## config.mk

```make
export PLATFORM = sky130hd
export DESIGN_NAME = nibble_mem_responder
export DESIGN_NICKNAME = d
export VERILOG_FILES = /design/src/rtl/nibble_bus_pkg.sv /design/src/rtl/nibble_bus_checker.sv /design/src/rtl/nibble_mem_responder.sv
export SDC_FILE = /design/constraint.sdc
export NUM_CORES = 1
export LEC_CHECK = 0
export BUFFER_PORTS_ARGS = -buffer_cell sky130_fd_sc_hd__buf_2
export CAP_MARGIN = 5
export CORE_ASPECT_RATIO = 0.8
export CORE_MARGIN = 3
export CORE_UTILIZATION = 35
export CTS_BUF_LIST = sky130_fd_sc_hd__clkbuf_16
export DETAILED_ROUTE_END_ITERATION = 16
export PLACE_DENSITY_LB_ADDON = 0.3
export SLEW_MARGIN = 20
export SYNTH_ARGS = -nofsm -noshare
export SYNTH_HDL_FRONTEND = slang
export SYNTH_SLANG_ARGS = --single-unit
export TNS_END_PERCENT = 1
```

## constraint.sdc

```tcl
create_clock -name clk -period 7 [get_ports clk]
set_input_delay 0.7 -clock clk [delete_from_list [all_inputs] [get_ports clk]]
set_output_delay 0.7 -clock clk [all_outputs]
set_load 0.01 [all_outputs]
```

## src/rtl/nibble_bus_pkg.sv

```systemverilog
// Shared nibble-bus definitions: cycle types, control codes and the bus_ctl decoder.
// Used by the CPU core and by the memory-side responder.
package nibble_bus_pkg;

    typedef enum logic [2:0] {
        CYC_FETCH0,
        CYC_FETCH1,
        CYC_FETCH2,
        CYC_LOAD,
        CYC_STORE,
        CYC_RSVD
    } cyc_t;

    localparam logic [3:0] CTL_LOAD   = 4'b0111;
    localparam logic [3:0] CTL_STORE  = 4'b0011;
    localparam int         DMEM_DEPTH = 16;

    // bus_ctl[3:2] is part of the fetch address, so only [1:0] selects the fetch nibble.
    function automatic cyc_t decode_ctl(input logic [3:0] ctl);
        cyc_t cyc;
        if (ctl[1:0] == 2'b00)      cyc = CYC_FETCH0;
        else if (ctl[1:0] == 2'b01) cyc = CYC_FETCH1;
        else if (ctl[1:0] == 2'b10) cyc = CYC_FETCH2;
        else if (ctl == CTL_LOAD)   cyc = CYC_LOAD;
        else if (ctl == CTL_STORE)  cyc = CYC_STORE;
        else                        cyc = CYC_RSVD;
        return cyc;
    endfunction

endpackage

```

## src/rtl/nibble_bus_checker.sv

```systemverilog
// Bus protocol checker: tracks fetch0/1/2 ordering and address consistency,
// flags illegal cycles in a sticky proto_err.
//
// state   | meaning
// EXP_F0  | instruction start: only fetch0 is legal
// EXP_F1  | fetch1 of the latched instruction address expected
// EXP_F2  | fetch2 of the latched instruction address expected
// EXP_ANY | instruction complete: fetch0, load or store legal
module nibble_bus_checker
    import nibble_bus_pkg::*;
(
    input  logic       clk,
    input  logic       rst_n,
    input  logic       run_en,
    input  cyc_t       cyc,
    input  logic [9:0] fetch_addr,
    input  logic [3:0] addr_hi,
    input  logic       err_clr,
    output logic       proto_err
);

    typedef enum logic [1:0] {
        EXP_F0,
        EXP_F1,
        EXP_F2,
        EXP_ANY
    } chk_state_t;

    chk_state_t state, state_next;
    logic [9:0] inst_addr;
    logic       latch_addr;
    logic       bad;
    logic       err_next;
    logic       addr_match;
    logic       ls_ok;

    assign addr_match = (fetch_addr == inst_addr);
    assign ls_ok      = ((cyc == CYC_LOAD) || (cyc == CYC_STORE)) && (addr_hi == 4'd0);

    always_comb begin
        state_next = state;
        latch_addr = 1'b0;
        bad        = 1'b0;
        if (run_en) begin
            case (state)
                EXP_F0: begin
                    if (cyc == CYC_FETCH0) begin
                        state_next = EXP_F1;
                        latch_addr = 1'b1;
                    end else begin
                        bad = 1'b1;
                    end
                end
                EXP_F1: begin
                    if (cyc == CYC_FETCH1 && addr_match) state_next = EXP_F2;
                    else                                 bad = 1'b1;
                end
                EXP_F2: begin
                    if (cyc == CYC_FETCH2 && addr_match) state_next = EXP_ANY;
                    else                                 bad = 1'b1;
                end
                EXP_ANY: begin
                    if (cyc == CYC_FETCH0) begin
                        state_next = EXP_F1;
                        latch_addr = 1'b1;
                    end else if (ls_ok) begin
                        state_next = EXP_F0;
                    end else begin
                        bad = 1'b1;
                    end
                end
                default: bad = 1'b1;
            endcase
            if (bad) state_next = EXP_F0;
        end else begin
            // Holding EXP_F0 while idle makes every run_en rise start at an instruction boundary.
            state_next = EXP_F0;
        end
        err_next = bad ? 1'b1 : (err_clr ? 1'b0 : proto_err);
    end

    always_ff @(posedge clk) begin
        if (!rst_n) begin
            state     <= EXP_F0;
            inst_addr <= '0;
            proto_err <= 1'b0;
        end else begin
            state     <= state_next;
            proto_err <= err_next;
            if (latch_addr) inst_addr <= fetch_addr;
        end
    end

endmodule

```

## src/rtl/nibble_mem_responder.sv

```systemverilog
// Memory-side responder for the CPU nibble bus: program memory with nibble preload,
// 16-nibble data memory, combinational read path. NIBBLE_MEM_CHECK_EN adds the protocol checker.
module nibble_mem_responder
    import nibble_bus_pkg::*;
#(
    parameter int PROG_DEPTH = 64
) (
    input  logic       clk,
    input  logic       rst_n,
    input  logic [7:0] bus_addr,
    input  logic [3:0] bus_ctl,
    input  logic [3:0] bus_wdata,
    output logic [3:0] bus_rdata,
    output logic       bus_rdata_oe,
    input  logic       run_en,
    input  logic       prog_start,
    input  logic       prog_valid,
    output logic       prog_ready,
    input  logic [3:0] prog_nibble,
    input  logic       err_clr,
    output logic       proto_err
);

    localparam int AW = $clog2(PROG_DEPTH);

    cyc_t          cyc;
    logic [9:0]    fetch_addr;
    logic [AW-1:0] fetch_idx;
    logic [11:0]   instr;
    logic [3:0]    rd_val;
    logic          serve;

    logic [11:0]   pmem [PROG_DEPTH];
    logic [3:0]    dmem [DMEM_DEPTH];

    logic [AW-1:0] ptr_idx, wr_idx;
    logic [1:0]    ptr_sel, wr_sel;
    logic          prog_accept;

    assign cyc        = decode_ctl(bus_ctl);
    assign fetch_addr = {bus_addr, bus_ctl[3:2]};
    assign fetch_idx  = fetch_addr[AW-1:0];
    assign instr      = pmem[fetch_idx];
    assign serve      = run_en && rst_n;

    always_comb begin
        rd_val = 4'd0;
        case (cyc)
            CYC_FETCH0: rd_val = instr[3:0];
            CYC_FETCH1: rd_val = instr[7:4];
            CYC_FETCH2: rd_val = instr[11:8];
            CYC_LOAD:   rd_val = dmem[bus_addr[3:0]];
            default:    rd_val = 4'd0;
        endcase
    end

    assign bus_rdata    = serve ? rd_val : 4'd0;
    assign bus_rdata_oe = serve && (cyc == CYC_FETCH0 || cyc == CYC_FETCH1 ||
                                    cyc == CYC_FETCH2 || cyc == CYC_LOAD);

    always_ff @(posedge clk) begin
        if (!rst_n) begin
            for (int i = 0; i < DMEM_DEPTH; i++) dmem[i] <= 4'd0;
        end else if (run_en && cyc == CYC_STORE) begin
            dmem[bus_addr[3:0]] <= bus_wdata;
        end
    end

    // Preload pointer kept as (instruction index, nibble select) so no divide by 3 is needed.
    assign prog_ready  = !run_en;
    assign prog_accept = prog_valid && prog_ready;
    assign wr_idx      = prog_start ? '0 : ptr_idx;
    assign wr_sel      = prog_start ? 2'd0 : ptr_sel;

    always_ff @(posedge clk) begin
        if (!rst_n) begin
            ptr_idx <= '0;
            ptr_sel <= 2'd0;
        end else if (prog_accept) begin
            if (wr_sel == 2'd2) begin
                ptr_idx <= wr_idx + 1'b1;
                ptr_sel <= 2'd0;
            end else begin
                ptr_idx <= wr_idx;
                ptr_sel <= wr_sel + 2'd1;
            end
        end else if (prog_start) begin
            ptr_idx <= '0;
            ptr_sel <= 2'd0;
        end
    end

    // Program memory has no reset so a CPU reset does not wipe the loaded program.
    always_ff @(posedge clk) begin
        if (rst_n && prog_accept) begin
            case (wr_sel)
                2'd0:    pmem[wr_idx][3:0]  <= prog_nibble;
                2'd1:    pmem[wr_idx][7:4]  <= prog_nibble;
                2'd2:    pmem[wr_idx][11:8] <= prog_nibble;
                default: ;
            endcase
        end
    end

`ifdef NIBBLE_MEM_CHECK_EN
    nibble_bus_checker u_checker (
        .clk        (clk),
        .rst_n      (rst_n),
        .run_en     (run_en),
        .cyc        (cyc),
        .fetch_addr (fetch_addr),
        .addr_hi    (bus_addr[7:4]),
        .err_clr    (err_clr),
        .proto_err  (proto_err)
    );
`else
    logic unused_sink;
    assign unused_sink = ^{err_clr, fetch_addr};
    assign proto_err   = 1'b0;
`endif

endmodule

```

==> qor.csv <==
stage;metric;value;unit
clock_network;post_cts_buffers;0;
pwr;power.density;274.9;nW/um2
floorplan;core-area;97250;um2
logic_synthesis;ys_seq_area_share;72.84;%
clock_network;path_clk_slew;0.06;ns
logic_synthesis;ys_ff_latch;840;
sta;finalSetupTns;0;ns
critical_path;critPathRequiredTime;6.30;ns
global_route;overflow;0;
sta;period_minus_slack;5.266;ns
logic_synthesis;synth_top_area_cell;edfxtp_1;
sta;finalSetupViolCount;0;
routing;drtIter0Drc;1788;
place;dp.cells;3158;
layout;nets;1972;
place;placed_area;35890;um2
clock_network;cts_tree;yes;
logic_synthesis;synth_area_leaders;edfxtp_1, mux4_2, mux2i_1;
sta;rsz0062_at_grt;false;
sta;fmax;189.9;MHz
critical_path;critPathMaxStageDelay;0.94;ns
floorplan;start_util;35.50;%
pwr;peakVddDrop;171.4;uV
pwr;power.switching;2292;uW
global_route;grt_start_max_net_pins;127;
floorplan;die_h;286.9;um
critical_path;worstPathCellList;buf_2, nor2b_2, buf_4, a22oi_1, o2111ai_1, a2111oi_0, a311oi_1, buf_2;
clock_network;cts_buffers;85;
layout;final_common_cell;edfxtp_1;
sta;hold_viol;0;
floorplan;ios;33;
floorplan;fp-row-count;102;
pwr;p_leak;0.01211;uW
critical_path;startpoint_type;input port;
global_route;grt_usage;17.05;%
layout;syn_to_final_growth;12.16;%
sta;timing.slew.headroom;17.83;%
pwr;power_frac_clock;43.0;%
flow_run;maxCapViolations;0;
logic_synthesis;netlist.area_leader.share;72.37;%
logic_synthesis;ys_warn_count;0;
global_route;grt_pass1_wl;126800;um
sta;tightestPinTransition;1.231;ns
routing;antenna_left;0;
clock_network;clock_path_buffers;3;
logic_synthesis;synthArstFlopShare;0;%
floorplan;die_area;102500;um2
clock_network;clockRootBuffer;clkbuf_16;
logic_synthesis;netlist_area;34520;um2
clock_network;hold_buffers;0;
global_route;grt_pass1_vias;18280;
hold_path;worstHoldPathType;in2reg;
routing;drt-total-wl;87920;um
sta;finClkSkew;0.02825;ns
critical_path;path_delay_family;compound AO/OA/AOI/OAI gates;
layout;design_area;38720;um2
floorplan;fp.dieW;357.1;um
outcome;status;finished, final reports clean;
pwr;swShare;21.53;%
routing;route.vias.total;18120;
logic_synthesis;ys.flop_type;edfxtp_1;
critical_path;crit_top_cell;buf_2;
logic_synthesis;syn_nets;1943;
layout;layout-drive-gt1-share;17.35;%
logic_synthesis;syn_avg_cell_area;18.02;um2
clock_network;cts_resized;0;
clock_network;clk_latency;0.66;ns
routing;drtPass1Iterations;5;
sta;fin_crit_sh;75.23;%
critical_path;crit_fanout;23;
place;place_congestion;0.8495;
routing;viasPerCell;5.460;
layout;mostFrequentLayoutCells;edfxtp_1, nor2_1, mux4_2;
critical_path;worst-path-buf-inv;3;
critical_path;cpMaxStageDelayCell;a311oi_1;
place;dp_hpwl;56930;um
routing;wl_per_cell;26.49;um
pwr;power.internal;8352;uW
layout;nFillCells;8719;
place;numPortBuffers;26;
pwr;pwr-share-seq;52.2;%
sta;drv_slew;0;
logic_synthesis;synth_cells;1916;
critical_path;crit_type;in2out;
global_route;antenna_found_initial;8;
pwr;comb_power_share;4.8;%
logic_synthesis;synth.lib_cells_used.distinct;69;
logic_synthesis;synth_edf_count;832;
critical_path;cp.arrival;4.57;ns
layout;instances_no_fill;3319;
critical_path;cp-end-kind;primary output;
clock_network;htree_levels;3;
routing;drc_errors;0;
clock_network;clock-sinks;840;
==> Yosys cell counts, drive strengths merged (3+ instances only) <==
cell type  count
a221oi         6
o22a           3
nand4          5
o21ai         17
nor2         214
a2111oi        4
a22oi         45
mux2i        100
and3           3
nand2b        11
nand3b         3
a21boi         4
nand2        122
and2          72
or2            3
a211oi         4
mux2           6
a32oi          6
clkbuf        59
dfxtp          8
o2111ai        4
nor3b          3
a31oi          9
o22ai          4
a21oi         19
buf           60
nor2b         13
nand3         29
mux4         177
nor3          26
edfxtp       832
inv            6
o211ai         8
==> per-layer routing <==
layer / part of all wire [%] / GRT usage, % / vias to the layer above / wire length (um)
li1: - / - / 7705 / -
met1: 44 / 24.29 / 9544 / 38460
met2: 44 / 24.72 / 729 / 38360
met3: 10 / 6.351 / 138 / 9021
met4: 2.3 / 4.216 / 6 / 2050
met5: 0.030 / 0 / - / 26
==> power groups by stage <==
| stage | clock network [uW] | registers, uW | logic [uW] |
|---|---|---|---|
| 6_report | 4580 | 5550 | 514 |
| 5_1_grt | 4860 | 5550 | 544 |
| 4_1_cts | 4650 | 5550 | 513 |
| 3_5_place_dp | 0 | 5660 | 513 |
| 3_3_place_gp | 0 | 5660 | 504 |
| 2_1_floorplan | 0 | 5660 | 297 |
==> sequential cells by signal, summed over array words and instances, names as in the netlist <==
name	flops
pmem	768
dmem	64
ptr_idx	6
ptr_sel	2
==> worst register-to-register path, stage by stage (launching register included) <==
cell     delay, ns
dfxtp_1       0.38
nor3b_1       0.28
nand3_2       0.80
buf_4         0.59
nor3_1        0.68
==> cell families after synthesis <==
kind of cell / count (synthesis) / share of synthesized area [%]
AOI/OAI and AO/OA: 151 / 3.113
xor gates and xnor gates: 2 / 0.05075
adders and majority gates: 1 / 0.03624
buffers and inverters: 126 / 2.298
DFF: 840 / 72.84
muxes: 283 / 14.96
other: 1 / 0.01086
and+or+nand+nor: 512 / 6.695
==> layout make-up <==
cell class | instances | area, um2 | area share [%]
sequential | 840 | 25140 | 64.94
multi-input combinational | 950 | 8625 | 22.28
clock buffer | 85 | 2127 | 5.494
tap | 1300 | 1627 | 4.201
clock inverter | 74 | 684.4 | 1.768
timing repair buffer | 61 | 479.2 | 1.238
inverter | 7 | 26.28 | 0.06786
antenna | 2 | 5.005 | 0.01293
==> through the flow <==
stage / hold slack, ns / util [%] / setup WS (ns) / power (uW)
CTS: 0.5564 / 39.80 / 1.980 / 10710
floorplan: 0.5615 / - / 3.808 / 5952
global route: 0.5779 / 39.81 / 1.622 / 10960
detailed placement: 0.6010 / 36.91 / 2.015 / 6173
finish: 0.5703 / 39.81 / 1.734 / 10640
global placement: 0.5953 / 36.91 / 1.975 / 6164
==> path summary, 6_finish.rpt <==
check / to / slack (ns) / from / depth (start not counted)
max: bus_rdata[0] / 1.73 / bus_addr[3] / 8
min: pmem[1][9] / 0.57 / prog_nibble[1] / 1
max reg2reg: pmem[7][5] / 3.90 / ptr_sel[0] / 4
min reg2reg: ptr_sel[1] / 0.61 / ptr_sel[0] / 3
Power figures use the tool's default switching activity.
